## config.mk

```make
export PLATFORM = sky130hd
export DESIGN_NAME = fir_mac_sequencer
export DESIGN_NICKNAME = d
export VERILOG_FILES = /design/src/rtl/fir_mac_sequencer.sv
export SDC_FILE = /design/constraint.sdc
export NUM_CORES = 1
export LEC_CHECK = 0
export BUFFER_PORTS_ARGS = -buffer_cell sky130_fd_sc_hd__buf_2
export CORE_MARGIN = 2
export CORE_UTILIZATION = 57
export CTS_CLUSTER_DIAMETER = 40
export DETAILED_ROUTE_END_ITERATION = 10
export PLACE_DENSITY_LB_ADDON = 0.08
export SYNTH_ARGS = -nofsm -noshare
export SYNTH_HDL_FRONTEND = slang
export SYNTH_SLANG_ARGS = --single-unit
```

## constraint.sdc

```tcl
create_clock -name i_clk -period 5.1 [get_ports i_clk]
set_input_delay 0.51 -clock i_clk [delete_from_list [all_inputs] [get_ports i_clk]]
set_output_delay 0.51 -clock i_clk [all_outputs]
set_load 0.1 [all_outputs]
```

## src/rtl/fir_mac_sequencer.sv

```systemverilog
// fir_mac_sequencer: sequences sample write, FIR tap sweep, MAC pipeline drain and result handoff
module fir_mac_sequencer #(
    parameter int FIR_DEPTH   = 128,
    parameter int ADDR_WIDTH  = $clog2(FIR_DEPTH),
    parameter int RD_LATENCY  = 1,
    parameter int MAC_LATENCY = 2
) (
    input  logic                  i_clk,
    input  logic                  i_rst,
    input  logic                  i_en,
    input  logic                  i_start,
    output logic                  o_ready,
    output logic                  o_sample_we,
    output logic [ADDR_WIDTH-1:0] o_sample_waddr,
    output logic [ADDR_WIDTH-1:0] o_sample_raddr,
    output logic [ADDR_WIDTH-1:0] o_coef_raddr,
    output logic                  o_mac_en,
    output logic                  o_mac_first,
    output logic                  o_result_valid,
    input  logic                  i_result_ready
);
    localparam int DRAIN_CYCLES = RD_LATENCY + MAC_LATENCY;
    localparam int DW = $clog2(DRAIN_CYCLES + 1);
    typedef enum logic [2:0] {IDLE, WRITE, MAC, DRAIN, DONE} state_t;
    state_t state, state_nx;
    logic [ADDR_WIDTH-1:0] wptr, k;
    logic [DW-1:0] d;
    logic [RD_LATENCY-1:0] en_dl, first_dl;
    logic issue, last_tap, drain_end;
    assign issue     = state == MAC;
    assign last_tap  = k == ADDR_WIDTH'(FIR_DEPTH - 1);
    assign drain_end = d == DW'(DRAIN_CYCLES - 1);
    always_comb begin
        state_nx = state;
        case (state)
            IDLE:    state_nx = i_start ? WRITE : IDLE;
            WRITE:   state_nx = MAC;
            MAC:     state_nx = last_tap ? DRAIN : MAC;
            DRAIN:   state_nx = drain_end ? DONE : DRAIN;
            DONE:    state_nx = i_result_ready ? IDLE : DONE;
            default: state_nx = IDLE;
        endcase
    end
    // everything, including the read-latency delay line, freezes while i_en is low
    always_ff @(posedge i_clk or posedge i_rst) begin
        if (i_rst) begin
            state    <= IDLE;
            wptr     <= '0;
            k        <= '0;
            d        <= '0;
            en_dl    <= '0;
            first_dl <= '0;
        end else if (i_en) begin
            state    <= state_nx;
            wptr     <= (state == DONE && i_result_ready) ? wptr + 1'b1 : wptr;
            k        <= issue ? k + 1'b1 : '0;
            d        <= state == DRAIN ? d + 1'b1 : '0;
            en_dl    <= RD_LATENCY'({en_dl, issue});
            first_dl <= RD_LATENCY'({first_dl, issue && k == '0});
        end
    end
    assign o_ready        = state == IDLE && i_en;
    assign o_sample_we    = state == WRITE && i_en;
    assign o_sample_waddr = wptr;
    assign o_sample_raddr = wptr - k;
    assign o_coef_raddr   = k;
    assign o_mac_en       = en_dl[RD_LATENCY-1] && i_en;
    assign o_mac_first    = first_dl[RD_LATENCY-1] && i_en;
    assign o_result_valid = state == DONE;
endmodule
```

# Yosys cells after proc, flatten, opt, wreduce, memory -nomap -nowiden
# Index checks and enable logic that the tools add are counted.
# Widths: inputs -> output; s select.
# totals
ff_bits,21
inputBits,5
out_inout_bits,26
# classes
addsub,4
eq_ne,6
mux,7
reduce_logical,9
# ops
op,count
$pmux 3 s5,1
$add 7x1->7 const B,2
$eq 7x7->1 const B,1
$logic_not 7->1,1
$mux 7,1
$sub 7x7->7,1
$eq 3x2->1 const B,2
$logic_and 1x1->1,6
$mux 3,2
$eq 3x1->1 const B,1
$eq 3x3->1 const B,1
$logic_not 3->1,1
$add 2x1->2 const B,1
$eq 2x2->1 const B,1
$mux 1,2
$mux 2,1
$reduce_and 2->1,1

# Depth between registers and ports, before layout
# Gate-level depths: netlist of run 1.
# logic_depth
depth_word,3
depth_mapped,8
mapped_depth_nobuf,8

# Worst setup path after synthesis of run 1
# Ideal clock, no wire load.
# synth_path
kind,flip-flop to output port
start,"reg wptr[0], in the netlist o_sample_waddr[0]"
end,out o_sample_raddr[6]
arrival_time_ps,3453
required_time_ps,4590
slack_ps,1137
stages_incl_launch_ff,9
n_path_buf,0
path_cell_list,dfrtp_1 > inv_1 > ha_1 > inv_1 > fa_1 > a211oi_1 > o21ai_0 > a21oi_1 > xnor2_1
# synth_via
elab_chain_cells,1
# synth_rtl
element,line,source
from (decl),26,"logic [ADDR_WIDTH-1:0] wptr, k;"
from (signal assigned),55,wptr <= (state == DONE && i_result_ready) ? wptr + 1'b1 : wptr;
$sub 7x7->7,65,assign o_sample_raddr = wptr - k;
to (decl),15,"output logic [ADDR_WIDTH-1:0] o_sample_raddr,"
# Every way passes these cells.

# Worst setup path in the final report of run 1
# Same ends and word-level chain as after synthesis.

==> results of run 1 <==
[cells in the mapped netlist (2+ instances only)]
master     n  area share, %
a21oi_1    6            2.2
and2_1     3            1.4
clkbuf_1   2           0.55
dfrtp_1   21             38
ha_1      10            9.2
inv_1     17            4.7
mux2i_1    3            2.2
nand2_1    7            1.9
nand2b_1   2           0.92
nand3_1    9            3.3
nor2_1     5            1.4
nor2b_1    4            1.8
nor3_1     3            1.1
nor3_2     2            1.5
o21ai_0   11            4.0
o22ai_1    6            2.7
xnor2_1    5            3.2
xor2_1     5            3.2
[layout by cell type (no fill, tap or decap), types with 2 or more instances in the layout]
master    instances
dfrtp_1          21
nor3_2            2
o22ai_1           6
nand2b_1          2
inv_1            17
nand3_1           9
mux2i_1           3
nor2b_1           4
nor3_1            3
nand2_1           7
xnor2_1           5
o21ai_0          11
a21oi_1           6
and2_1            3
clkbuf_4          3
buf_2            30
nor2_1            5
xor2_1            5
ha_1             10
[final timing paths]
kind | startpoint | end | slack, ps | cells after the start
worst max-delay path | o_sample_waddr[0] | o_sample_raddr[6] | 1980 | 9
worst min-delay path | i_rst | state[1] | 330 | 2
worst max register to register | o_coef_raddr[0] | o_coef_raddr[6] | 3600 | 5
worst min register to register | en_dl | en_dl | 530 | 2
max in group asynchronous | i_rst | o_coef_raddr[1] | 4290 | 2
min in group i_clk | en_dl | en_dl | 530 | 2
[logic make-up after synthesis]
logic type                 count (synthesis)  share of synthesized area [%]
adders and majority gates                 11                           10.6
AOI/OAI and AO/OA                         33                           15.2
muxes                                      4                           3.02
xor gates and xnor gates                  10                           6.41
buffers and inverters                     23                           7.60
and+or+nand+nor                           44                           18.7
DFF                                       21                           38.5
[state kept, by name (all words and copies together), names as in the netlist]
signal,cells
o_coef_raddr,7
o_sample_waddr,7
state,3
d,2
en_dl,1
first_dl,1
[through the flow]
step	setup WS, ps	cell area [sq um]	util, %	hold slack (ps)
floorplan	1140	1370	-	487
global placement	2420	1520	68.1	500
detailed placement	2330	1520	68.1	504
CTS	1970	1550	69.3	357
global route	1780	1550	69.3	393
finish	1980	1550	69.3	332
[critical path: cells and delay by family, from the launching register on]
family / cells / cell delay [ps]
adder cells (fa/ha/maj): 2 / 580
buffers and inverters: 3 / 570
AO/OA/AOI/OAI: 3 / 560
flip-flops: 1 / 460
XOR/XNOR: 1 / 130
[layer usage]
metal  routed length, um  GRT usage [%]
met1                1230           29.1
met2                1360           39.4
met3                 134           4.24
met4                  13           5.56
met5                   0              0
[layout make-up]
class                           count  area [sq um]  area share, %
Timing Repair Buffer               30           150           9.70
Multi-Input combinational cell    102           737           47.6
Clock inverter                      1          5.00          0.323
Inverter                           18          72.6           4.69
Sequential cell                    21           526           34.0
Clock buffer                        3          22.5           1.46
Tap cell                           28          35.0           2.26
==> flow_summary_export.csv, run 1 <==
group,metric,value,unit
yosys,synth_warnings,0,
finish,nFillCells,197,
yosys,async_reset_ff_share,100,%
cts,postCtsHoldBufs,0,
sta,tightestPinTransition,778,ps
global_routing,grt_overflow,0,
yosys,syn-instance-count,146,
cts,postCtsSetupBuffers,0,
cts,cts.sink_count,21,
sta,fin_worst_skew,2.92,ps
floorplanning,rows,17,
cts,cts.reportedPaths.clkPinSlew,110,ps
critical_path,crit_path_max_incr_delay,460,ps
critical_path,arrival,2610,ps
finish,final_cells,203,
global_routing,grt_start_max_net_pins,27,
critical_path,crit_top_cell,"inv_1",
cts,clk_latency,300,ps
route,viasPerCell,5.58,
finish,syn2layout_area_growth,13.3,%
yosys,synth.distinct_cells,43,
sta,rsz0062_at_grt,"no",
critical_path,critPathSlowestCell,"dfrtp_1",
cts,numCtsBuffers,3,
critical_path,end_kind,"output port",
placed_design,dpl.cell_count,199,
job,cap_violations,0,
sta,fin_crit,3120,ps
critical_path,critPathMaxFanout,5,
finish,diodes,0,
critical_path,required,4590,ps
yosys,syn_area,1370,sq um
cts,htreeDepth,1,
cts,cts-root-buf,"clkbuf_4",
route,ant_nets,0,
cts,cts-resized-gates,0,
route,routed_wl,2740,um
sta,finalCritPeriodShare,61.1,%
route,first_pass_iters,4,
sta,slew_violations,0,
sta,setup_viol,0,
sta,max_freq,0.321,GHz
route,wl_per_cell,13.5,um
placed_design,place.gp.congestion,0.852,
yosys,synth_seq_cells,21,
floorplanning,coreArea,2230,sq um
finish,final_nets,192,
floorplanning,die_x,53.0,um
floorplanning,start_util,61.2,%
yosys,ys.flop_type,"dfrtp_1",
global_routing,grt_usage,22.7,%
status,status,"finished, final reports clean",
sta,relSlewSlack,48.1,%
global_routing,antenna_found_initial,0,
placed_design,place_hpwl,2140,um
floorplanning,die_h,53.0,um
global_routing,grt_pass1_wl,4640,um
critical_path,path_class,"reg2out",
yosys,syn_nets,162,
floorplanning,io_pins,31,
route,dr_total_vias,1132,
critical_path,start_kind,"register",
placed_design,port_buffers,30,
cts,cts_tree,"yes",
sta,fin_setup_tns,0,ps
hold_path,min_path_type,"in2async",
yosys,synth_edf_count,0,
route,drt_iter0_drc,29,
floorplanning,dieArea,2800,sq um
cts,clk_path_buf_depth,2,
yosys,synth_seq_area_share,38.5,%
route,drc,0,
critical_path,crit_chain,"inv_1, ha_1, inv_1, fa_1, a211oi_1, o21ai_0, a21oi_1, xnor2_1, buf_2",
global_routing,grt_pass1_vias,1022,
finish,layout-drive-gt1-share,24.0,%
sta,hold_viol,0,
yosys,syn_avg_cell_area,9.36,sq um
Power of run 1 is not shown: default switching activity piles up to over one toggle a cycle in this logic, so the estimate is an artifact.
==> run 2, diff against run 1 <==
--- a/config.mk
+++ b/config.mk
@@ -7,7 +7,7 @@
 export LEC_CHECK = 0
 export BUFFER_PORTS_ARGS = -buffer_cell sky130_fd_sc_hd__buf_2
 export CORE_MARGIN = 2
-export CORE_UTILIZATION = 57
+export CORE_UTILIZATION = 48
 export CTS_CLUSTER_DIAMETER = 40
 export DETAILED_ROUTE_END_ITERATION = 10
 export PLACE_DENSITY_LB_ADDON = 0.08
==> constraint.sdc (replaced) <==
create_clock -name i_clk -period 2.6 [get_ports i_clk]
set_input_delay 0.26 -clock i_clk [delete_from_list [all_inputs] [get_ports i_clk]]
set_output_delay 0.26 -clock i_clk [all_outputs]
set_load 0.1 [all_outputs]
==> flow_summary_export.csv, run 2 (synthesis results as in run 1) <==
group,metric,value,unit
status,status,"finished, final reports clean",
sta,fin_worst_skew,6.07,ps
cts,cts-root-buf,"clkbuf_4",
floorplanning,start_util,50.0,%
critical_path,start_kind,"register",
finish,final_cells,209,
sta,tightestPinTransition,763,ps
sta,slew_violations,0,
critical_path,crit_top_cell,"inv_1",
cts,numCtsBuffers,3,
cts,clk_latency,300,ps
finish,nFillCells,249,
cts,cts_tree,"yes",
sta,hold_viol,0,
route,ant_nets,0,
route,drt_iter0_drc,55,
cts,cts.sink_count,21,
critical_path,crit_family,"adder cells",
sta,max_freq,0.392,GHz
global_routing,grt_overflow,0,
finish,seq_area,538,sq um
critical_path,crit_start,"o_sample_waddr[0]",
critical_path,required,2340,ps
floorplanning,coreArea,2730,sq um
sta,finalCritPeriodShare,98.2,%
critical_path,end_kind,"output port",
global_routing,grt_pass1_vias,1155,
critical_path,critPathMaxFanout,3,
route,first_pass_iters,4,
global_routing,antenna_found_initial,0,
critical_path,rr_startpoint,"state[1]",
finish,postLayoutCoreUtil,62.2,%
global_routing,grt_start_max_net_pins,22,
placed_design,dpl.cell_count,204,
critical_path,path_class,"reg2out",
critical_path,crit_chain,"inv_1, ha_1, inv_1, fa_2, a211oi_2, o21ai_1, a21oi_2, buf_4, xnor2_4, buf_12",
global_routing,grt_usage,19.9,%
job,cap_violations,0,
floorplanning,io_pins,31,
finish,layout-drive-gt1-share,36.0,%
route,dr_total_vias,1159,
finish,most-common-layout-cells,"27 x buf_2, 17 x inv_1, 11 x dfrtp_1, 10 x o21ai_0, 10 x dfrtp_2",
placed_design,port_buffers,30,
route,wl_per_cell,13.7,um
critical_path,arrival,2290,ps
sta,fin_crit,2550,ps
floorplanning,dieArea,3290,sq um
route,routed_wl,2860,um
cts,clk_path_buf_depth,2,
finish,layout_commonest_cell,"buf_2",
route,viasPerCell,5.55,
cts,htreeDepth,1,
route,drc,0,
cts,cts.reportedPaths.clkPinSlew,110,ps
sta,relSlewSlack,49.1,%
global_routing,grt_pass1_wl,5210,um
floorplanning,rows,19,
critical_path,crit_path_max_incr_delay,410,ps
placed_design,place_hpwl,2190,um
finish,multi_input_area,807,sq um
finish,syn2layout_area_growth,24.5,%
critical_path,critPathSlowestCell,"dfrtp_2",
sta,setup_viol,0,
floorplanning,die_x,57.4,um
floorplanning,die_h,57.4,um
placed_design,place.gp.congestion,0.795,
finish,diodes,0,
cts,postCtsHoldBufs,0,
hold_path,min_path_type,"in2async",
sta,rsz0062_at_grt,"yes",
critical_path,crit_buf_inv,4,
finish,final_nets,195,
==> run 2: cell count changes in the layout (fill, tap and decap cells not counted), sizes merged <==
| cell | before | now |
|---|---|---|
| buf | 30 | 33 |
| clkbuf | 3 | 4 |
| clkinv | 2 | 1 |
==> run 2: layout make-up <==
| cell class | count | share of cell area [%] |
|---|---|---|
| flip-flops and latches | 21 | 31.6 |
| inverters | 18 | 4.27 |
| clock buffers | 4 | 1.55 |
| well taps | 31 | 2.28 |
| repair buffers | 33 | 12.8 |
| multi-input cells | 102 | 47.5 |
==> run 2: metal layers <==
layer  vias to the layer above  GRT usage, %  part of all wire [%]
met5                         -             0                     0
met4                         0          6.64                   1.5
met3                         4          5.22                   3.6
met2                        22          32.3                    50
met1                       562          25.8                    45
li1                        571             -                     -
==> run 2: stage by stage <==
step | setup slack [ps] | hold WS, ps | cell area, sq um | setup TNS [ps]
2_1_floorplan | -292 | 236 | 1430 | -722
3_3_place_gp | 249 | 448 | 1650 | 0
3_5_place_dp | 202 | 445 | 1650 | 0
4_1_cts | 29.4 | 107 | 1690 | 0
5_1_grt | -88.3 | 159 | 1700 | -96.9
6_report | 45.9 | 78.9 | 1700 | 0
==> run 2: path summary, 6_finish.rpt <==
kind                                     end  slack (ps)  depth (start not counted)
hold / removal                      state[1]          80                          2
max in group asynchronous    o_coef_raddr[4]        2000                          2
setup / recovery           o_sample_raddr[6]          50                         10
min in group i_clk         o_sample_waddr[2]         270                          3
setup reg to reg             o_coef_raddr[3]        1120                          4
hold reg to reg            o_sample_waddr[4]         520                          1
==> run 2: worst register-to-register path: stages, from the launching register on <==
cell	delay, ps
dfrtp_1	490
or3b_1	520
clkinv_4	110
nand2_4	60
o31ai_2	210
==> run 2: what timing repair did <==
| item | CTS | global route |
|---|---|---|
| gates resized for setup | 2 | 4 |
| setup buffers | 1 | 0 |
| pin swaps | 1 | 0 |
| gates cloned | 0 | 0 |
| endpoints found under the setup margin | 2 | 3 |
Power of run 2 is left out for the same reason.
